### src/rtl/periodic_tx_scheduler.sv
// periodic_tx_scheduler
//   Turns the timer tick into per-slot periodic CAN transmit requests.
//   Each slot counts ticks down from its programmed period. When the count
//   expires, the slot becomes pending. Pending slots are granted round-robin
//   over a valid/ready handshake. A slot that fires again while still pending
//   sets a sticky overrun flag.
//   Optional feature: define PTX_OVERRUN_CNT_EN to add overrun_cnt[7:0].
//   overrun_cnt is a saturating global count of cycles with any overrun.
module periodic_tx_scheduler #(
  parameter int NUM_SLOTS = 4,
  parameter int PERIOD_W  = 16
) (
  input  logic                         clk,
  input  logic                         rst,
  input  logic                         tick,
  input  logic                         cfg_we,
  input  logic [$clog2(NUM_SLOTS)-1:0] cfg_slot,
  input  logic [PERIOD_W-1:0]          cfg_period,
  input  logic                         cfg_en,
  output logic                         req_valid,
  output logic [$clog2(NUM_SLOTS)-1:0] req_slot,
  input  logic                         req_ready,
  output logic [NUM_SLOTS-1:0]         overrun
`ifdef PTX_OVERRUN_CNT_EN
  ,
  output logic [7:0]                   overrun_cnt
`endif
);

  localparam int SLOT_W = $clog2(NUM_SLOTS);

  typedef enum logic {
    S_IDLE,
    S_REQ
  } state_t;

  state_t               state_q, state_d;
  logic [SLOT_W-1:0]    req_slot_q, req_slot_d;
  logic [SLOT_W-1:0]    rr_ptr_q, rr_ptr_d;
  logic [NUM_SLOTS-1:0] en_q, en_d;
  logic [NUM_SLOTS-1:0] pending_q, pending_d;
  logic [NUM_SLOTS-1:0] overrun_q, overrun_d;
  logic [PERIOD_W-1:0]  period_q [NUM_SLOTS];
  logic [PERIOD_W-1:0]  period_d [NUM_SLOTS];
  logic [PERIOD_W-1:0]  count_q  [NUM_SLOTS];
  logic [PERIOD_W-1:0]  count_d  [NUM_SLOTS];

  logic                 handshake;
  logic [SLOT_W-1:0]    sel_slot;
  logic                 sel_found;
  logic [SLOT_W:0]      scan_idx;
  logic                 fire;
  logic                 granted;
`ifdef PTX_OVERRUN_CNT_EN
  logic                 ovr_event;
  logic [7:0]           ovr_cnt_q, ovr_cnt_d;
`endif

  assign handshake = (state_q == S_REQ) && req_ready;

  // Round-robin pick: first pending slot at or above rr_ptr, wrapping around.
  always_comb begin
    // NOTE: every variable driven here gets a default first, so no path can
    // leave it unassigned and infer a latch.
    sel_slot  = '0;
    sel_found = 1'b0;
    scan_idx  = '0;
    for (int k = 0; k < NUM_SLOTS; k++) begin
      scan_idx = {1'b0, rr_ptr_q} + (SLOT_W + 1)'(k);
      if (scan_idx >= (SLOT_W + 1)'(NUM_SLOTS)) begin
        scan_idx = scan_idx - (SLOT_W + 1)'(NUM_SLOTS);
      end
      if (!sel_found && pending_q[scan_idx[SLOT_W-1:0]]) begin
        sel_found = 1'b1;
        sel_slot  = scan_idx[SLOT_W-1:0];
      end
    end
  end

  // Per-slot tick countdown, fire, pending and overrun tracking.
  // A config write to a slot takes priority over its tick.
  always_comb begin
    en_d      = en_q;
    period_d  = period_q;
    count_d   = count_q;
    pending_d = pending_q;
    overrun_d = overrun_q;
    fire      = 1'b0;
    granted   = 1'b0;
`ifdef PTX_OVERRUN_CNT_EN
    ovr_event = 1'b0;
`endif
    for (int i = 0; i < NUM_SLOTS; i++) begin
      granted = handshake && (req_slot_q == SLOT_W'(i));
      fire    = 1'b0;
      if (cfg_we && (cfg_slot == SLOT_W'(i))) begin
        period_d[i]  = cfg_period;
        en_d[i]      = cfg_en;
        count_d[i]   = cfg_period;
        pending_d[i] = 1'b0;
        overrun_d[i] = 1'b0;
      end else begin
        if (tick && en_q[i] && (period_q[i] != '0)) begin
          if (count_q[i] == PERIOD_W'(1)) begin
            count_d[i] = period_q[i];
            fire       = 1'b1;
          end else if (count_q[i] > PERIOD_W'(1)) begin
            count_d[i] = count_q[i] - PERIOD_W'(1);
          end
        end
        if (fire) begin
          // A re-fire of the slot being granted right now re-arms it cleanly.
          pending_d[i] = 1'b1;
          if (pending_q[i] && !granted) begin
            overrun_d[i] = 1'b1;
`ifdef PTX_OVERRUN_CNT_EN
            ovr_event    = 1'b1;
`endif
          end
        end else if (granted) begin
          pending_d[i] = 1'b0;
        end
      end
    end
  end

  // Request FSM: hold valid/slot stable in REQ until the handshake.
  always_comb begin
    state_d    = state_q;
    req_slot_d = req_slot_q;
    rr_ptr_d   = rr_ptr_q;
    case (state_q)
      S_IDLE: begin
        if (sel_found) begin
          state_d    = S_REQ;
          req_slot_d = sel_slot;
        end
      end
      S_REQ: begin
        if (req_ready) begin
          state_d  = S_IDLE;
          rr_ptr_d = (req_slot_q == SLOT_W'(NUM_SLOTS - 1)) ? '0
                                                           : req_slot_q + SLOT_W'(1);
        end
      end
      default: state_d = S_IDLE;
    endcase
  end

`ifdef PTX_OVERRUN_CNT_EN
  // Saturating count of cycles in which at least one slot overran.
  always_comb begin
    ovr_cnt_d = ovr_cnt_q;
    if (ovr_event && (ovr_cnt_q != 8'hFF)) begin
      ovr_cnt_d = ovr_cnt_q + 8'd1;
    end
  end

  // Overrun counter register; cleared only by reset.
  always_ff @(posedge clk) begin
    if (rst) begin
      ovr_cnt_q <= '0;
    end else begin
      ovr_cnt_q <= ovr_cnt_d;
    end
  end

  assign overrun_cnt = ovr_cnt_q;
`endif

  // State registers with synchronous reset.
  always_ff @(posedge clk) begin
    // NOTE: sequential state uses non-blocking assignments so every flop
    // samples pre-edge values regardless of process ordering.
    if (rst) begin
      state_q    <= S_IDLE;
      req_slot_q <= '0;
      rr_ptr_q   <= '0;
      en_q       <= '0;
      pending_q  <= '0;
      overrun_q  <= '0;
      // NOTE: the slot tables are reset because reset must leave every
      // slot with period=0 and count=0; they are small register arrays.
      period_q   <= '{default: '0};
      count_q    <= '{default: '0};
    end else begin
      state_q    <= state_d;
      req_slot_q <= req_slot_d;
      rr_ptr_q   <= rr_ptr_d;
      en_q       <= en_d;
      pending_q  <= pending_d;
      overrun_q  <= overrun_d;
      period_q   <= period_d;
      count_q    <= count_d;
    end
  end

  assign req_valid = (state_q == S_REQ);
  assign req_slot  = req_slot_q;
  assign overrun   = overrun_q;

endmodule
### config.mk
export PLATFORM = sky130hd
export DESIGN_NAME = periodic_tx_scheduler
export DESIGN_NICKNAME = d
export VERILOG_FILES = /design/src/rtl/periodic_tx_scheduler.sv
export SDC_FILE = /design/constraint.sdc
export NUM_CORES = 1
export LEC_CHECK = 0
export CAP_MARGIN = 20
export CORE_UTILIZATION = 55
export DETAILED_ROUTE_END_ITERATION = 8
export PLACE_DENSITY_LB_ADDON = 0.1
export SETUP_SLACK_MARGIN = 0.1
export SLEW_MARGIN = 40
export SYNTH_ARGS = -nofsm -noshare
export SYNTH_HDL_FRONTEND = slang
export SYNTH_SLANG_ARGS = --single-unit
### constraint.sdc
create_clock -name clk -period 2.73 [get_ports clk]
set_input_delay 0.546 -clock clk [delete_from_list [all_inputs] [get_ports clk]]
set_output_delay 0.546 -clock clk [all_outputs]
set_load 0.1 [all_outputs]
==> summary.txt <==
Post-synth EDFFs: 0
Core ar.: 0.0140 sq mm
R2r worst-path depth: 9
Hold Crit Class: flop to flop
CP Launch Type: flop
Initial Util: 57.2%
CTS Hold Buffers Added: 0
DRT Pass-1 Iters: 5
WP data required: 3.04 ns
Sw Share: 26.9%
Die Span X: 123 um
Area occupied by multi-input gates: 0.00474 sq mm
Syn_area_per_cell: 7.84 sq um
Reg2reg start: count_q[48]
CP arrival: 2.61 ns
Die height: 123 um
Achievable Freq: 433 MHz
Cell Int Power: 4.26 mW
Clock transition at path regs: 0.06 ns
Share of post-route cells with drive strength above 1: 12.9%
Fillers: 1251
Final Skew: 0.00839 ns
Distinct cell type count after synthesis: 87
Vias per cell: 6.24
Initial antenna violation count: 0
Total track usage: 32.3%
Diodes inserted: 0
Final period utilization: 84.5%
Pin count of the biggest net entering global routing: 65
RSZ-0062 raised after global routing: false
Initial DRC count: 765
CTS Root Cell: clkbuf_16
Post-synth ARST share: 0%
Final critical-path required period: 2.31 ns
Vias: 7772
DRT antenna net count: 0
Final setup viols: 0
Fin Setup TNS: 0 ns
Sequential area share after synthesis: 36.2%
Worst Tran Pin Value: 0.732 ns
Global-route wire length before repair: 37200 um
Clock power frac: 44.0%
Detailed placement HPWL: 15500 um
Combinational share of power: 16.5%
# DRC: 0
Crit path kind: flop to flop
Reg power frac: 39.5%
Clock sinks: 145
FF/Latch Area: 0.00290 sq mm
Clock latency on the worst-skew pair: 0.42 ns
CP Max Fanout: 11
Crit path capture: count_q[57]
GR Overflow Total: 0
Leakage power: 3.38 nW
Die Area: 0.0151 sq mm
Slew Viols, Final: 0
Max Root-Sink Buffers: 2
Hold Vio Cnt, Final: 0
Post-route setup slack: 0.423 ns
Io pins: 31
R2r setup slk: 0.42 ns
GP Congestion: 0.903
Worst slew margin: 51.2%
Yosys warns: 0
CP endpoint kind: flop
Final WL: 23000 um
# H-tree levels: 4
Count of input and output buffers: 30
P per Cell Area: 629 mW/mm^2
Worst flop-to-flop path endpoint: count_q[57]
Vias in the first global route: 7143
Status: completed
Placed Area: 0.00861 sq mm
Post-synthesis instance total: 1023
Final std cell area, no fill: 0.00929 sq mm
Max IR drop VDD: 0.590 mV
Post-synthesis register bit count: 145
CTS buffer count: 17
Mapped Nets: 1059
Main synth FF type: dfxtp_1
CTS tree: yes
Post-Syn Area: 0.00803 sq mm
Max cap viols: 0
Area grow syn2layout: 15.7%
Final core occ: 66.1%
Site Rows: 43
Crit. Startpoint: count_q[48]
DR WL/cell: 18.5 um
Nets: 1089
Place WS: 0.0697 ns
Psw: 1.57 mW
## area by class of cell
type,count,area share [%]
multi-input combinational,791,51.0
clock inverter,9,1.93
clock buffer,23,5.04
sequential,145,31.3
timing repair buffer,80,7.60
inverter,18,0.728
tap,180,2.43
## worst max-delay path, stage by stage (launching register included)
cell	delay, ns
dfxtp_1	0.36
inv_1	0.09
ha_1	0.20
nor3b_2	0.24
nand4_2	0.21
o41ai_4	0.47
buf_4	0.26
a211oi_1	0.06
a211oi_1	0.22
nor3_1	0.07
## how the worst min path moves through the flow
stage | start | end | cells after the start
5_1_grt | en_q[2] | en_q[2] | 2
3_5_place_dp | en_q[2] | en_q[2] | 2
6_report | en_q[3] | en_q[3] | 2
3_3_place_gp | en_q[2] | en_q[2] | 2
4_1_cts | en_q[2] | en_q[2] | 2
2_1_floorplan | en_q[0] | en_q[0] | 2
## Yosys cell counts (all sizes together), types with 8 or more instances
cell type / count / area (sq um)
a211o: 8 / 70.1
a211oi: 42 / 340
a21oi: 112 / 576
a31oi: 11 / 68.8
buf: 28 / 189
clkbuf: 41 / 154
dfxtp: 145 / 2900
ha: 12 / 150
inv: 18 / 67.6
nand2: 193 / 724
nand3: 25 / 135
nor2: 104 / 390
nor3: 46 / 269
nor4: 27 / 235
o21ai: 34 / 178
o31ai: 9 / 67.6
xnor2: 10 / 87.6
xor2: 8 / 70.1
## stage by stage
| step | std cells | power, mW | hold slack, ns |
|---|---|---|---|
| floorplan | 1023 | 2.99 | 0.437 |
| detailed placement | 1212 | 3.29 | 0.449 |
| global route | 1246 | 6.05 | 0.468 |
| global placement | 1212 | 3.28 | 0.443 |
| finish | 1246 | 5.84 | 0.459 |
| CTS | 1244 | 5.84 | 0.457 |
## cell usage in the layout (no fill, tap or decap), drive strengths merged, types with 8 or more instances in the layout
master         count
a21oi            112
o31ai              9
buf               58
a31oi             11
ha                12
dfxtp            145
inv               18
a211oi            42
clkbuf            23
o21ai             34
nor3              46
clkdlybuf4s50     22
a211o              8
xor2               8
nor2             104
nor4              27
xnor2             10
nand2            193
nand3             25
## routing by layer
metal / track usage, % / share of wire [%] / vias up
li1: - / - / 3794
met4: 10.1 / 1.8 / 0
met2: 52.7 / 47 / 250
met1: 43.8 / 45 / 3696
met5: 0 / 0 / -
met3: 4.93 / 6.2 / 32
## sequential cells by signal (all words and copies together) (netlist names)
name       flops
req_slot       2
en_q           4
count_q       64
req_valid      1
rr_ptr_q       2
pending_q      4
overrun        4
period_q      64
## logic make-up (layout without fill, tap and decap cells)
group / count (synthesis) / after routing / share of synthesized area, %
compound gates: 299 / 299 / 26.0
xor+xnor: 18 / 18 / 1.96
fa+ha+maj: 12 / 12 / 1.87
buf+inv: 87 / 130 / 5.11
flops: 145 / 145 / 36.2
mux: 8 / 8 / 1.03
simple gates: 454 / 454 / 27.8
## repair_timing
item,in CTS,in global routing
resized for setup,0,2
buffers inserted,0,2
endpoints found under the setup margin,0,3
## power by group through the flow
stage	Clock [mW]	Sequential (mW)	Combinational (mW)
5_1_grt	2.67	2.32	1.06
3_5_place_dp	0	2.35	0.939
4_1_cts	2.59	2.30	0.949
2_1_floorplan	0	2.32	0.670
3_3_place_gp	0	2.35	0.936
6_report	2.57	2.31	0.965
Power figures use the tool's default switching activity.
